<file path="src/rtl/vga_timing_pkg.sv">
// vga_timing_pkg: 640x480@60 timing defaults, line/frame total helpers and sync polarities.
package vga_timing_pkg;
  localparam logic POL_NEG = 1'b0;
  localparam logic POL_POS = 1'b1;
  localparam int H_DISP_640 = 640;
  localparam int H_FP_640 = 16;
  localparam int H_SYNC_640 = 96;
  localparam int H_BP_640 = 48;
  localparam int V_DISP_480 = 480;
  localparam int V_FP_480 = 10;
  localparam int V_SYNC_480 = 2;
  localparam int V_BP_480 = 33;
  function automatic int h_total(input int disp, input int fp, input int sync, input int bp);
    return disp + fp + sync + bp;
  endfunction
  function automatic int v_total(input int disp, input int fp, input int sync, input int bp);
    return disp + fp + sync + bp;
  endfunction
endpackage

</file>
<file path="src/rtl/vga_prescaler.sv">
// vga_prescaler: one-clk tick every DIV enabled clk cycles; the count freezes while en is low.
module vga_prescaler #(
  parameter int DIV = 4
) (
  input  logic clk,
  input  logic reset_n,
  input  logic en,
  output logic tick
);
  localparam int PW = DIV > 1 ? $clog2(DIV) : 1;
  localparam logic [PW-1:0] LAST = PW'(DIV - 1);
  logic [PW-1:0] cnt;
  always_ff @(posedge clk or negedge reset_n) begin
    if (!reset_n) cnt <= '0;
    else if (en) cnt <= cnt == LAST ? '0 : cnt + 1'b1;
  end
  assign tick = en && cnt == LAST;
endmodule

</file>
<file path="src/rtl/vga_timing_gen.sv">
// vga_timing_gen: parametrised raster timing generator (sync, video_on, coordinates, strobes).
// Define VGA_TIMING_FRAME_CNT_EN to build the frame counter; otherwise frame_cnt is tied to 0.
module vga_timing_gen import vga_timing_pkg::*; #(
  parameter int   CW     = 11,
  parameter int   DIV    = 4,
  parameter int   H_DISP = H_DISP_640,
  parameter int   H_FP   = H_FP_640,
  parameter int   H_SYNC = H_SYNC_640,
  parameter int   H_BP   = H_BP_640,
  parameter int   V_DISP = V_DISP_480,
  parameter int   V_FP   = V_FP_480,
  parameter int   V_SYNC = V_SYNC_480,
  parameter int   V_BP   = V_BP_480,
  parameter logic H_POL  = POL_NEG,
  parameter logic V_POL  = POL_NEG,
  parameter int   FCW    = 8
) (
  input  logic           clk,
  input  logic           reset_n,
  input  logic           en,
  output logic           p_tick,
  output logic [CW-1:0]  pixel_x,
  output logic [CW-1:0]  pixel_y,
  output logic           hsync,
  output logic           vsync,
  output logic           video_on,
  output logic           line_start,
  output logic           frame_start,
  output logic [FCW-1:0] frame_cnt
);
  localparam int H_TOTAL = h_total(H_DISP, H_FP, H_SYNC, H_BP);
  localparam int V_TOTAL = v_total(V_DISP, V_FP, V_SYNC, V_BP);
  localparam logic [CW-1:0] H_LAST = CW'(H_TOTAL - 1);
  localparam logic [CW-1:0] V_LAST = CW'(V_TOTAL - 1);
  localparam logic [CW-1:0] H_ACT  = CW'(H_DISP);
  localparam logic [CW-1:0] V_ACT  = CW'(V_DISP);
  localparam logic [CW-1:0] HS_BEG = CW'(H_DISP + H_FP);
  localparam logic [CW-1:0] HS_END = CW'(H_DISP + H_FP + H_SYNC - 1);
  localparam logic [CW-1:0] VS_BEG = CW'(V_DISP + V_FP);
  localparam logic [CW-1:0] VS_END = CW'(V_DISP + V_FP + V_SYNC - 1);
  if (H_TOTAL > 2**CW || V_TOTAL > 2**CW || DIV < 1 || DIV > 16 || H_SYNC < 1 || V_SYNC < 1) begin : g_bad_cfg
    $error("vga_timing_gen: illegal timing parameters");
  end
  logic h_last, v_last;
  logic [CW-1:0] h_nxt, v_nxt;
  vga_prescaler #(.DIV(DIV)) u_prescaler (
    .clk(clk),
    .reset_n(reset_n),
    .en(en),
    .tick(p_tick)
  );
  assign h_last      = pixel_x == H_LAST;
  assign v_last      = pixel_y == V_LAST;
  assign line_start  = p_tick && pixel_x == '0;
  assign frame_start = line_start && pixel_y == '0;
  always_comb begin
    h_nxt = p_tick ? (h_last ? '0 : pixel_x + 1'b1) : pixel_x;
    v_nxt = p_tick && h_last ? (v_last ? '0 : pixel_y + 1'b1) : pixel_y;
  end
  // Sync and blanking come from the next-state position so they switch with the counters.
  always_ff @(posedge clk or negedge reset_n) begin
    if (!reset_n) begin
      pixel_x  <= '0;
      pixel_y  <= '0;
      hsync    <= ~H_POL;
      vsync    <= ~V_POL;
      video_on <= 1'b1;
    end else begin
      pixel_x  <= h_nxt;
      pixel_y  <= v_nxt;
      hsync    <= h_nxt >= HS_BEG && h_nxt <= HS_END ? H_POL : ~H_POL;
      vsync    <= v_nxt >= VS_BEG && v_nxt <= VS_END ? V_POL : ~V_POL;
      video_on <= h_nxt < H_ACT && v_nxt < V_ACT;
    end
  end
`ifdef VGA_TIMING_FRAME_CNT_EN
  always_ff @(posedge clk or negedge reset_n) begin
    if (!reset_n) frame_cnt <= '0;
    else if (p_tick && h_last && v_last) frame_cnt <= frame_cnt + 1'b1;
  end
`else
  assign frame_cnt = '0;
`endif
endmodule

</file>
<file path="config.mk">
export PLATFORM = sky130hd
export DESIGN_NAME = vga_timing_gen
export DESIGN_NICKNAME = d
export VERILOG_FILES = /design/src/rtl/vga_timing_pkg.sv /design/src/rtl/vga_prescaler.sv /design/src/rtl/vga_timing_gen.sv
export SDC_FILE = /design/constraint.sdc
export NUM_CORES = 1
export LEC_CHECK = 0
export BUFFER_PORTS_ARGS = -buffer_cell sky130_fd_sc_hd__buf_4
export CAP_MARGIN = 5
export CORE_UTILIZATION = 58
export DETAILED_ROUTE_END_ITERATION = 12
export GPL_TIMING_DRIVEN = 1
export HOLD_SLACK_MARGIN = 0.05
export PLACE_DENSITY = 0.88
export SETUP_SLACK_MARGIN = 0.02
export SYNTH_ARGS = -nofsm -noshare
export SYNTH_HDL_FRONTEND = slang
export SYNTH_SLANG_ARGS = --single-unit
</file>
<file path="constraint.sdc">
create_clock -name clk -period 7 [get_ports clk]
set_clock_uncertainty 0.15 [all_clocks]
set_input_delay 1.05 -clock clk [delete_from_list [all_inputs] [get_ports clk]]
set_output_delay 1.05 -clock clk [all_outputs]
set_load 0.1 [all_outputs]
</file>
==> qor.csv, run 1 <==
stage,metric,value,unit
run_status,outcome,"finished, violations left",
run_status,violations,DRC,
global_routing,gr-usage-all-layers,24.4,%
placement,port_buffers,30,
floorplanning,core,2830,um2
synthesis,synth.top_cell.area_share,33.7,%
power_and_ir_drop,combPwrFrac,45.7,%
final_layout,drive_gt1_share,21.3,%
critical_path,cp_top_family,simple AND/OR/NAND/NOR gates,
power_and_ir_drop,power_switching,0.259,mW
critical_path,ff2ff_setup_slack,3.86,ns
synthesis,synthTopCellsByArea,"dfrtp_1, o21ai_0, nand3_1",
global_routing,grt_pass1_wl,6200,um
critical_path,path_class,reg2out,
sta,finalSetupViolCount,0,
synthesis,synthCells,208,
synthesis,yosysTopAreaCell,dfrtp_1,
floorplanning,placementRows,19,
critical_path,slowest_delay,0.65,ns
critical_path,crit_chain,or4_4 > or4_2 > nor4_2 > and3_1 > buf_4,
sta,fin_crit_sh,56.8,%
synthesis,synth.avg_cell_area,8.57,um2
global_routing,antenna_found_initial,0,
sta,fin_setup_tns,0,ns
sta,finalHoldViolations,0,
clock_tree,clock-sinks,27,
final_layout,final_core_util,69.8,%
route,via_per_inst,6.05,
critical_path,crit_cells,5,
route,ant_nets,0,
sta,max-slew-margin-rel,36.7,%
critical_path,end_kind,primary output,
clock_tree,cts_buffers,3,
critical_path,slowest_stage,or4_2,
clock_tree,cts_tree,yes,
job,cap_violations,0,
min_path,min_path_type,reg2reg,
synthesis,synth_cell_types,46,
floorplanning,die_h,57.4,um
clock_tree,ctsHoldBuffers,0,
clock_tree,cts_setup_buffers,0,
synthesis,ys_seq_elements,27,
critical_path,arrival,2.78,ns
power_and_ir_drop,power.density,257,nW/um2
global_routing,grt_pass1_vias,1343,
clock_tree,root_buffer,clkbuf_4,
route,dr.pass1.iters,8,
global_routing,gr-total-overflow,0,
sta,tightest_slew,0.943,ns
route,vias,1578,
power_and_ir_drop,p_seq_share,40.1,%
placement,gp_congestion,0.908,
power_and_ir_drop,power_leakage,0.870,nW
route,wirelength,3740,um
synthesis,seq_area_frac_synth,38.1,%
final_layout,area_growth,10.7,%
critical_path,rr_worst_depth,7,
sta,rsz0062_at_grt,no,
critical_path,cp-start-kind,flop,
final_layout,fillers,234,
sta,slew_viol_final,0,
sta,min_period,3.98,ns
critical_path,path_buf_inv,1,
floorplanning,start_util,63.0,%
power_and_ir_drop,pwr-share-clk,14.2,%
power_and_ir_drop,p_int,0.248,mW
clock_tree,clkTransAtPathRegs,0.16,ns
route,drt_iter0_markers,78,
final_layout,antennaDiodeCount,0,
route,routedWlPerCell,14.3,um
critical_path,crit_path_max_fanout,10,
sta,max_freq,0.251,GHz
clock_tree,cts_resized,0,
clock_tree,clock_path_buffers,2,
min_path,hold_path_depth,1,
synthesis,netlist_area,1780,um2
clock_tree,h-tree-depth,1,
global_routing,grt_start_max_net_pins,28,
synthesis,yosys_warnings,0,
floorplanning,die_w,57.4,um
power_and_ir_drop,switching_share,51.1,%
final_layout,final_nets,239,
critical_path,required,5.80,ns
power_and_ir_drop,max-vdd-ir-drop,0.283,mV
route,drc,1,
floorplanning,die-area,3300,um2
placement,hpwl,2650,um
clock_tree,clk-insertion-delay-late,0.34,ns
floorplanning,io_pins,39,
## final timing paths
path | start | to
min in group asynchronous | reset_n | pixel_x[9]$_DFF_PN0_
worst max-delay path | pixel_x[5]$_DFF_PN0_ | frame_start
worst min-delay path | u_prescaler.cnt[1]$_DFFE_PN0P_ | u_prescaler.cnt[1]$_DFFE_PN0P_
worst min register to register | u_prescaler.cnt[1]$_DFFE_PN0P_ | u_prescaler.cnt[1]$_DFFE_PN0P_
worst max register to register | u_prescaler.cnt[0]$_DFFE_PN0P_ | vsync$_DFF_PN1_
max in group asynchronous | reset_n | vsync$_DFF_PN1_
## registers in the layout, indices dropped and copies added (netlist names)
signal	count
pixel_x	11
video_on	1
u_prescaler.cnt	2
hsync	1
vsync	1
pixel_y	11
## cell families (layout without fill, tap and decap cells)
kind of cell | Yosys count | count (layout) | share of synthesized area (%)
flip-flops | 27 | 27 | 38.1
buffers and inverters | 28 | 43 | 9.33
AND/OR/NAND/NOR | 95 | 95 | 29.5
adder cells (fa/ha/maj) | 5 | 5 | 3.51
other | 1 | 8 | 0.210
AO/OA/AOI/OAI | 40 | 40 | 13.2
multiplexers | 2 | 2 | 1.26
XOR/XNOR | 10 | 10 | 4.91
## worst reg2reg max path: cells and delay by family, from the launching register on
family	cells	cell delay [ns]
AOI/OAI and AO/OA	1	0.25
adders and majority gates	1	0.23
DFF	1	0.41
and+or+nand+nor	5	2.02
## cell usage after synthesis (all sizes together)
| library cell | count |
|---|---|
| o31ai | 1 |
| xnor2 | 8 |
| xor2 | 2 |
| a211o | 1 |
| a22oi | 1 |
| nor2b | 1 |
| o32a | 1 |
| mux2 | 2 |
| o22ai | 1 |
| nor4b | 1 |
| nor2 | 17 |
| nand3b | 4 |
| or4b | 1 |
| a22o | 1 |
| clkbuf | 6 |
| nor3 | 5 |
| nor4 | 3 |
| a311oi | 1 |
| and4 | 2 |
| conb | 1 |
| or4 | 6 |
| nand2b | 2 |
| dfrtp | 24 |
| o21ai | 20 |
| inv | 9 |
| o21a | 1 |
| and3 | 3 |
| nand2 | 20 |
| and2 | 2 |
| a31oi | 3 |
| or3 | 4 |
| dfstp | 3 |
| a21oi | 7 |
| o211ai | 2 |
| buf | 13 |
| nand4 | 6 |
| or2 | 1 |
| nand3 | 17 |
| ha | 5 |
## power groups by stage
stage	clock, mW	combinational [mW]	sequential [mW]
after floorplan	0	0.0899	0.303
after global placement	0	0.226	0.205
after detailed placement	0	0.231	0.206
after CTS	0.0737	0.232	0.203
after global routing	0.0784	0.243	0.207
final	0.0718	0.232	0.204
## layer usage
| metal | vias to the layer above | track usage (%) | wire length (um) |
|---|---|---|---|
| li1 | 772 | - | - |
| met1 | 732 | 37.2 | 1730 |
| met2 | 64 | 34.1 | 1680 |
| met3 | 10 | 3.17 | 249 |
| met4 | 0 | 11.5 | 78 |
| met5 | - | 0 | 0 |
## area by class of cell
type / instances / area [um2] / share of cell area [%]
clock inverters: 1 / 5.00 / 0.253
inverters: 9 / 33.8 / 1.71
flip-flops and latches: 27 / 679 / 34.4
multi-input cells: 160 / 970 / 49.1
clock buffers: 3 / 22.5 / 1.14
well taps: 31 / 38.8 / 1.96
repair buffers: 30 / 225 / 11.4
## stage by stage
step	setup slack [ns]	hold slack (ns)	area, um2	std cells	total power [mW]
finish	3.02	0.386	1970	261	0.507
global route	2.92	0.408	1970	261	0.529
CTS	3.01	0.386	1970	261	0.508
detailed placement	3.41	0.351	1950	257	0.437
global placement	3.43	0.345	1950	257	0.431
floorplan	0.919	0.335	1820	215	0.393
## cell usage in the layout (no fill, tap or decap), types with 3 or more instances in the layout
master,Yosys,final
conb_1,1,8
nand3_1,17,17
ha_1,5,5
inv_1,9,9
xnor2_1,8,8
dfrtp_1,24,24
dfstp_2,3,3
nor3_1,4,4
buf_4,8,30
a31oi_1,3,3
clkbuf_4,0,3
nand4_1,6,6
or4_1,4,4
nand2_1,20,20
o21ai_0,20,20
nand3b_1,4,4
nor2_1,17,17
a21oi_1,7,7
and3_1,3,3
No activity file was read; power rests on OpenSTA's default activity.
==> inputs of run 2 (changes only) <==
--- a/config.mk
+++ b/config.mk
@@ -5,13 +5,14 @@
 export SDC_FILE = /design/constraint.sdc
 export NUM_CORES = 1
 export LEC_CHECK = 0
+export ABC_AREA = 1
 export BUFFER_PORTS_ARGS = -buffer_cell sky130_fd_sc_hd__buf_4
 export CAP_MARGIN = 5
-export CORE_UTILIZATION = 58
+export CORE_UTILIZATION = 55
 export DETAILED_ROUTE_END_ITERATION = 12
 export GPL_TIMING_DRIVEN = 1
 export HOLD_SLACK_MARGIN = 0.05
-export PLACE_DENSITY = 0.88
+export PLACE_DENSITY = 0.84
 export SETUP_SLACK_MARGIN = 0.02
 export SYNTH_ARGS = -nofsm -noshare
 export SYNTH_HDL_FRONTEND = slang
==> constraint.sdc (replaced) <==
create_clock -name clk -period 3.9 [get_ports clk]
set_clock_uncertainty 0.15 [all_clocks]
set_input_delay 0.585 -clock clk [delete_from_list [all_inputs] [get_ports clk]]
set_output_delay 0.585 -clock clk [all_outputs]
set_load 0.1 [all_outputs]
==> qor.csv, run 2 <==
stage,metric,value,unit
global_routing,grt_pass1_wl,6620,um
clock_tree,cts_tree,yes,
placement,port_buffers,30,
synthesis,synth-edff-count,0,
final_layout,area_growth,15.2,%
job,cap_violations,0,
route,drc,0,
synthesis,ys.flop_type,dfrtp_1,
clock_tree,clk-insertion-delay-late,0.33,ns
min_path,min_path_type,in2reg,
synthesis,synth_cell_types,31,
sta,finalSetupViolCount,0,
floorplanning,placementRows,20,
final_layout,reg_top3,"pixel_x (11), pixel_y (11), u_prescaler.cnt (2)",
route,dr.pass1.iters,4,
route,wirelength,3970,um
synthesis,synthTopCellsByCount,"nand2_1, inv_1, nor2_1, dfrtp_1, nand3_1",
sta,fin_setup_tns,0,ns
synthesis,netlist_area,1900,um2
power_and_ir_drop,power.density,624,nW/um2
sta,finalHoldViolations,0,
final_layout,design_area,2190,um2
critical_path,arrival,1.89,ns
critical_path,end_kind,primary output,
clock_tree,clock_path_buffers,2,
placement,gp_congestion,0.876,
synthesis,synth_most_common_cell,nand2_1,
global_routing,antenna_found_initial,0,
synthesis,yosysTopAreaCell,dfrtp_1,
floorplanning,io_pins,39,
final_layout,drive_gt1_share,21.7,%
placement,hpwl,3060,um
route,vias,1710,
synthesis,synth_async_sr_flop_share,100,%
global_routing,gr-usage-all-layers,24.0,%
min_path,hold_path_depth,2,
route,via_per_inst,4.91,
clock_tree,root_buffer,clkbuf_4,
placement,dpl_cell_area,2150,um2
critical_path,required,3.16,ns
critical_path,cp-start-kind,flop,
power_and_ir_drop,max-vdd-ir-drop,0.892,mV
floorplanning,start_util,60.3,%
route,drt_iter0_markers,101,
run_status,outcome,"finished, final reports clean",
global_routing,gr-total-overflow,0,
power_and_ir_drop,power_leakage,1.19,nW
critical_path,path_class,reg2out,
global_routing,grt_start_max_net_pins,28,
clock_tree,h-tree-depth,1,
critical_path,crit_path_max_fanout,4,
sta,slew_viol_final,0,
sta,fin_crit_sh,67.4,%
synthesis,yosys_warnings,0,
clock_tree,clock-sinks,27,
route,ant_nets,0,
synthesis,synthTopCellsByArea,"dfrtp_1, nand2_1, inv_1",
floorplanning,core,3150,um2
sta,rsz0062_at_grt,no,
final_layout,final_cell_mix,"nand2_1, inv_1, buf_4, nor2_1, dfrtp_1",
floorplanning,die_h,60.8,um
synthesis,synth.top_cell.area_share,31.6,%
synthesis,ys_seq_elements,27,
clock_tree,cts_buffers,3,
synthesis,synthCells,270,
final_layout,antennaDiodeCount,0,
global_routing,grt_pass1_vias,1536,
critical_path,rr_worst_depth,11,
sta,max_freq,0.380,GHz
clock_tree,clkTransAtPathRegs,0.15,ns
floorplanning,die-area,3690,um2
floorplanning,die_w,60.8,um
route,routedWlPerCell,11.4,um
final_layout,final_nets,313,
sta,min_period,2.63,ns
synthesis,seq_area_frac_synth,35.7,%
synthesis,synth.avg_cell_area,7.04,um2
final_layout,final_common_cell,nand2_1,
==> run 2: changes by cell type after synthesis, moves of 6 or more <==
cell / change
nand2_1: +57
nor2_1: +9
o21ai_0: -15
xnor2_1: -7
clkbuf_1: -6
inv_1: +35
==> run 2: critical path, cell delays in order (launching register included) <==
cell,delay (ns)
dfrtp_1,0.44
inv_1,0.11
ha_1,0.16
nand2_1,0.05
nor3_1,0.13
nand4_1,0.14
nor4_2,0.19
buf_4,0.34
==> run 2: routing by layer <==
metal / GRT usage (%) / vias to the layer above / share of wire, %
li1: - / 889 / -
met4: 4.87 / 0 / 0.63
met2: 41.8 / 38 / 48
met3: 3.84 / 4 / 4.1
met5: 0 / - / 0
met1: 31.8 / 779 / 48
==> run 2: area by class of cell <==
class	instances	area, um2
inverter	50	189
timing repair buffer	31	235
fill	286	963
multi-input combinational	192	1000
sequential	27	679
clock buffer	4	26.3
tap	44	55.1
==> run 2: metrics by stage <==
| step | util (%) | instances | total power, mW | worst slack (ns) | hold WS (ns) |
|---|---|---|---|---|---|
| floorplan | - | 277 | 1.09 | 0.0985 | 0.139 |
| global placement | 68.3 | 343 | 1.24 | 1.53 | 0.336 |
| detailed placement | 68.3 | 343 | 1.24 | 1.53 | 0.351 |
| CTS | 69.4 | 348 | 1.37 | 1.27 | 0.372 |
| global route | 69.4 | 348 | 1.45 | 1.10 | 0.375 |
| finish | 69.4 | 348 | 1.37 | 1.27 | 0.376 |
==> run 2: power breakdown <==
| part | internal, mW | total, mW | switching [mW] |
|---|---|---|---|
| registers | 0.339 | 0.428 | 0.0885 |
| logic | 0.171 | 0.815 | 0.644 |
| clock network | 0.0402 | 0.123 | 0.0829 |
| total | 0.550 | 1.37 | 0.815 |
==> run 2: timing repair <==
action / in CTS / in global routing
setup buffers: 0 / 0
endpoints found under the hold margin: 24 / 0
gates resized for setup: 0 / 0
endpoints found under the setup margin: 0 / 0
hold buffers: 1 / 0
==> run 2: cell families (layout without fill, tap and decap cells) <==
logic type	Yosys count	count (layout)	synth area share (%)
simple gates	158	158	40.0
buf+inv	58	85	13.1
flops	27	27	35.7
compound gates	14	14	4.35
xor+xnor	6	6	2.76
fa+ha+maj	5	5	3.29
other cells	1	8	0.197
mux	1	1	0.592
==> run 2: path summary, 6_finish.rpt <==
kind | start | end | slack (ns)
worst min-delay path | en | u_prescaler.cnt[0]$_DFFE_PN0P_ | 0.38
worst min register to register | u_prescaler.cnt[0]$_DFFE_PN0P_ | u_prescaler.cnt[0]$_DFFE_PN0P_ | 0.38
min in group asynchronous | reset_n | pixel_y[4]$_DFF_PN0_ | 0.52
worst max-delay path | pixel_x[0]$_DFF_PN0_ | frame_start | 1.27
max in group asynchronous | reset_n | hsync$_DFF_PN1_ | 2.76
worst max register to register | pixel_y[0]$_DFF_PN0_ | vsync$_DFF_PN1_ | 1.90
==> inputs of run 3 (changes only) <==
--- a/config.mk
+++ b/config.mk
@@ -8,11 +8,11 @@
 export ABC_AREA = 1
 export BUFFER_PORTS_ARGS = -buffer_cell sky130_fd_sc_hd__buf_4
 export CAP_MARGIN = 5
-export CORE_UTILIZATION = 55
+export CORE_UTILIZATION = 49
 export DETAILED_ROUTE_END_ITERATION = 12
 export GPL_TIMING_DRIVEN = 1
 export HOLD_SLACK_MARGIN = 0.05
-export PLACE_DENSITY = 0.84
+export PLACE_DENSITY = 0.79
 export SETUP_SLACK_MARGIN = 0.02
 export SYNTH_ARGS = -nofsm -noshare
 export SYNTH_HDL_FRONTEND = slang
==> constraint.sdc (replaced) <==
create_clock -name clk -period 2.3 [get_ports clk]
set_clock_uncertainty 0.15 [all_clocks]
set_input_delay 0.345 -clock clk [delete_from_list [all_inputs] [get_ports clk]]
set_output_delay 0.345 -clock clk [all_outputs]
set_load 0.1 [all_outputs]
==> qor.csv, run 3 (synthesis gave the netlist of run 2 again) <==
stage,metric,value,unit
sta,max_freq,0.435,GHz
min_path,min_path_type,in2reg,
clock_tree,root_buffer,clkbuf_8,
floorplanning,io_pins,39,
floorplanning,core,3690,um2
sta,slew_viol_final,0,
global_routing,gr-total-overflow,0,
sta,finalSetupViolCount,0,
critical_path,end_kind,primary output,
critical_path,arrival,1.80,ns
critical_path,crit_path_max_fanout,2,
route,ant_nets,0,
run_status,outcome,"finished, final reports clean",
clock_tree,cts_buffers,3,
clock_tree,clk-insertion-delay-late,0.27,ns
floorplanning,start_util,51.5,%
power_and_ir_drop,power_switching,1.43,mW
route,via_per_inst,4.77,
sta,min_period,2.30,ns
route,drt_iter0_markers,63,
floorplanning,die_w,64.3,um
power_and_ir_drop,switching_share,56.1,%
final_layout,final_core_util,64.0,%
final_layout,area_growth,24.3,%
sta,hold_ws,0.195,ns
final_layout,final_nets,324,
route,vias,1731,
placement,hpwl,3080,um
floorplanning,die-area,4130,um2
global_routing,antenna_found_initial,0,
floorplanning,placementRows,22,
global_routing,gr-usage-all-layers,22.4,%
final_layout,drive_gt1_share,30.8,%
power_and_ir_drop,power_leakage,1.25,nW
final_layout,reg_top3,"pixel_x (11), pixel_y (11), u_prescaler.cnt (2)",
global_routing,grt_start_max_net_pins,28,
power_and_ir_drop,p_int,1.12,mW
global_routing,grt_pass1_wl,7140,um
route,dr.pass1.iters,4,
route,routedWlPerCell,11.0,um
final_layout,final_cell_mix,"nand2_1, inv_1, buf_4, nor2_1, nand3_1",
power_and_ir_drop,power,2.55,mW
route,wirelength,3990,um
placement,dpl_cell_area,2200,um2
critical_path,cp-start-kind,flop,
power_and_ir_drop,combPwrFrac,60.0,%
sta,rsz0062_at_grt,yes,
power_and_ir_drop,max-vdd-ir-drop,1.19,mV
placement,gp_congestion,0.905,
final_layout,antennaDiodeCount,0,
critical_path,required,1.80,ns
clock_tree,clkTransAtPathRegs,0.09,ns
final_layout,final_common_cell,nand2_1,
clock_tree,clock-sinks,27,
route,drc,0,
clock_tree,clock_path_buffers,2,
final_layout,design_area,2360,um2
job,cap_violations,0,
power_and_ir_drop,pwr-share-clk,10.4,%
power_and_ir_drop,power.density,1080,nW/um2
clock_tree,h-tree-depth,1,
sta,finalHoldViolations,0,
clock_tree,cts_tree,yes,
sta,fin_crit_sh,100,%
floorplanning,die_h,64.3,um
power_and_ir_drop,p_seq_share,29.6,%
critical_path,path_class,reg2out,
placement,port_buffers,30,
global_routing,grt_pass1_vias,1594,
==> run 3: cell count changes in the layout (fill, tap and decap cells not counted), moves of 3 or more <==
cell and delta:
dfrtp_1 -13, dfrtp_2 +11, buf_4 +10, clkbuf_4 -3
clkbuf_8 +3
==> run 3: what timing repair did <==
action,in CTS,in global routing
pin swaps,4,3
cloned,0,0
endpoints found under the hold margin,24,0
setup buffers,6,3
gates resized for setup,5,4
hold buffers,1,0
endpoints found under the setup margin,1,2
==> run 3: stage by stage <==
stage | TNS, ns | worst slack (ns) | std cells
4_1_cts | 0 | 0.00924 | 360
6_report | 0 | 0.00114 | 363
3_3_place_gp | 0 | 0.181 | 349
2_1_floorplan | -0.452 | -0.447 | 277
5_1_grt | -0.118 | -0.118 | 363
3_5_place_dp | 0 | 0.179 | 349
==> run 3: routing by layer <==
metal	vias to the layer above	GRT usage [%]	share of wire [%]
met4	0	8.89	1.7
met1	782	30.1	49
met5	-	0	0
met3	7	2.50	2.4
li1	917	-	-
met2	25	36.4	47
==> run 3: area by class of cell <==
| type | instances | area (um2) |
|---|---|---|
| Multi-Input combinational cell | 192 | 1040 |
| Inverter | 50 | 194 |
| Timing Repair Buffer | 42 | 322 |
| Fill cell | 345 | 1330 |
| Tap cell | 48 | 60.1 |
| Clock buffer | 4 | 45.0 |
| Sequential cell | 27 | 701 |
==> run 3: worst max-delay path: stages, from the launching register on <==
cell	delay, ns
dfrtp_4	0.50
inv_4	0.07
ha_4	0.12
nand2_2	0.04
nor3_2	0.09
nand4_1	0.18
nor4_4	0.27
buf_6	0.26
==> run 3: power by group through the flow <==
stage / clock network (mW) / logic [mW] / registers (mW)
global route: 0.301 / 1.63 / 0.773
detailed placement: 0 / 1.39 / 0.762
global placement: 0 / 1.38 / 0.760
CTS: 0.279 / 1.49 / 0.751
floorplan: 0 / 0.536 / 1.34
finish: 0.265 / 1.53 / 0.755
==> run 3: path summary, 6_finish.rpt <==
| check | start | endpoint | slack [ns] | cells after the start |
|---|---|---|---|---|
| max | pixel_x[1]$_DFF_PN0_ | frame_start | 0.001 | 7 |
| min reg2reg | pixel_x[2]$_DFF_PN0_ | pixel_x[2]$_DFF_PN0_ | 0.39 | 1 |
| max in group asynchronous | reset_n | hsync$_DFF_PN1_ | 1.34 | 2 |
| min | en | u_prescaler.cnt[0]$_DFFE_PN0P_ | 0.20 | 2 |
| min in group asynchronous | reset_n | pixel_y[5]$_DFF_PN0_ | 0.37 | 2 |
| max reg2reg | pixel_x[1]$_DFF_PN0_ | vsync$_DFF_PN1_ | 0.24 | 13 |
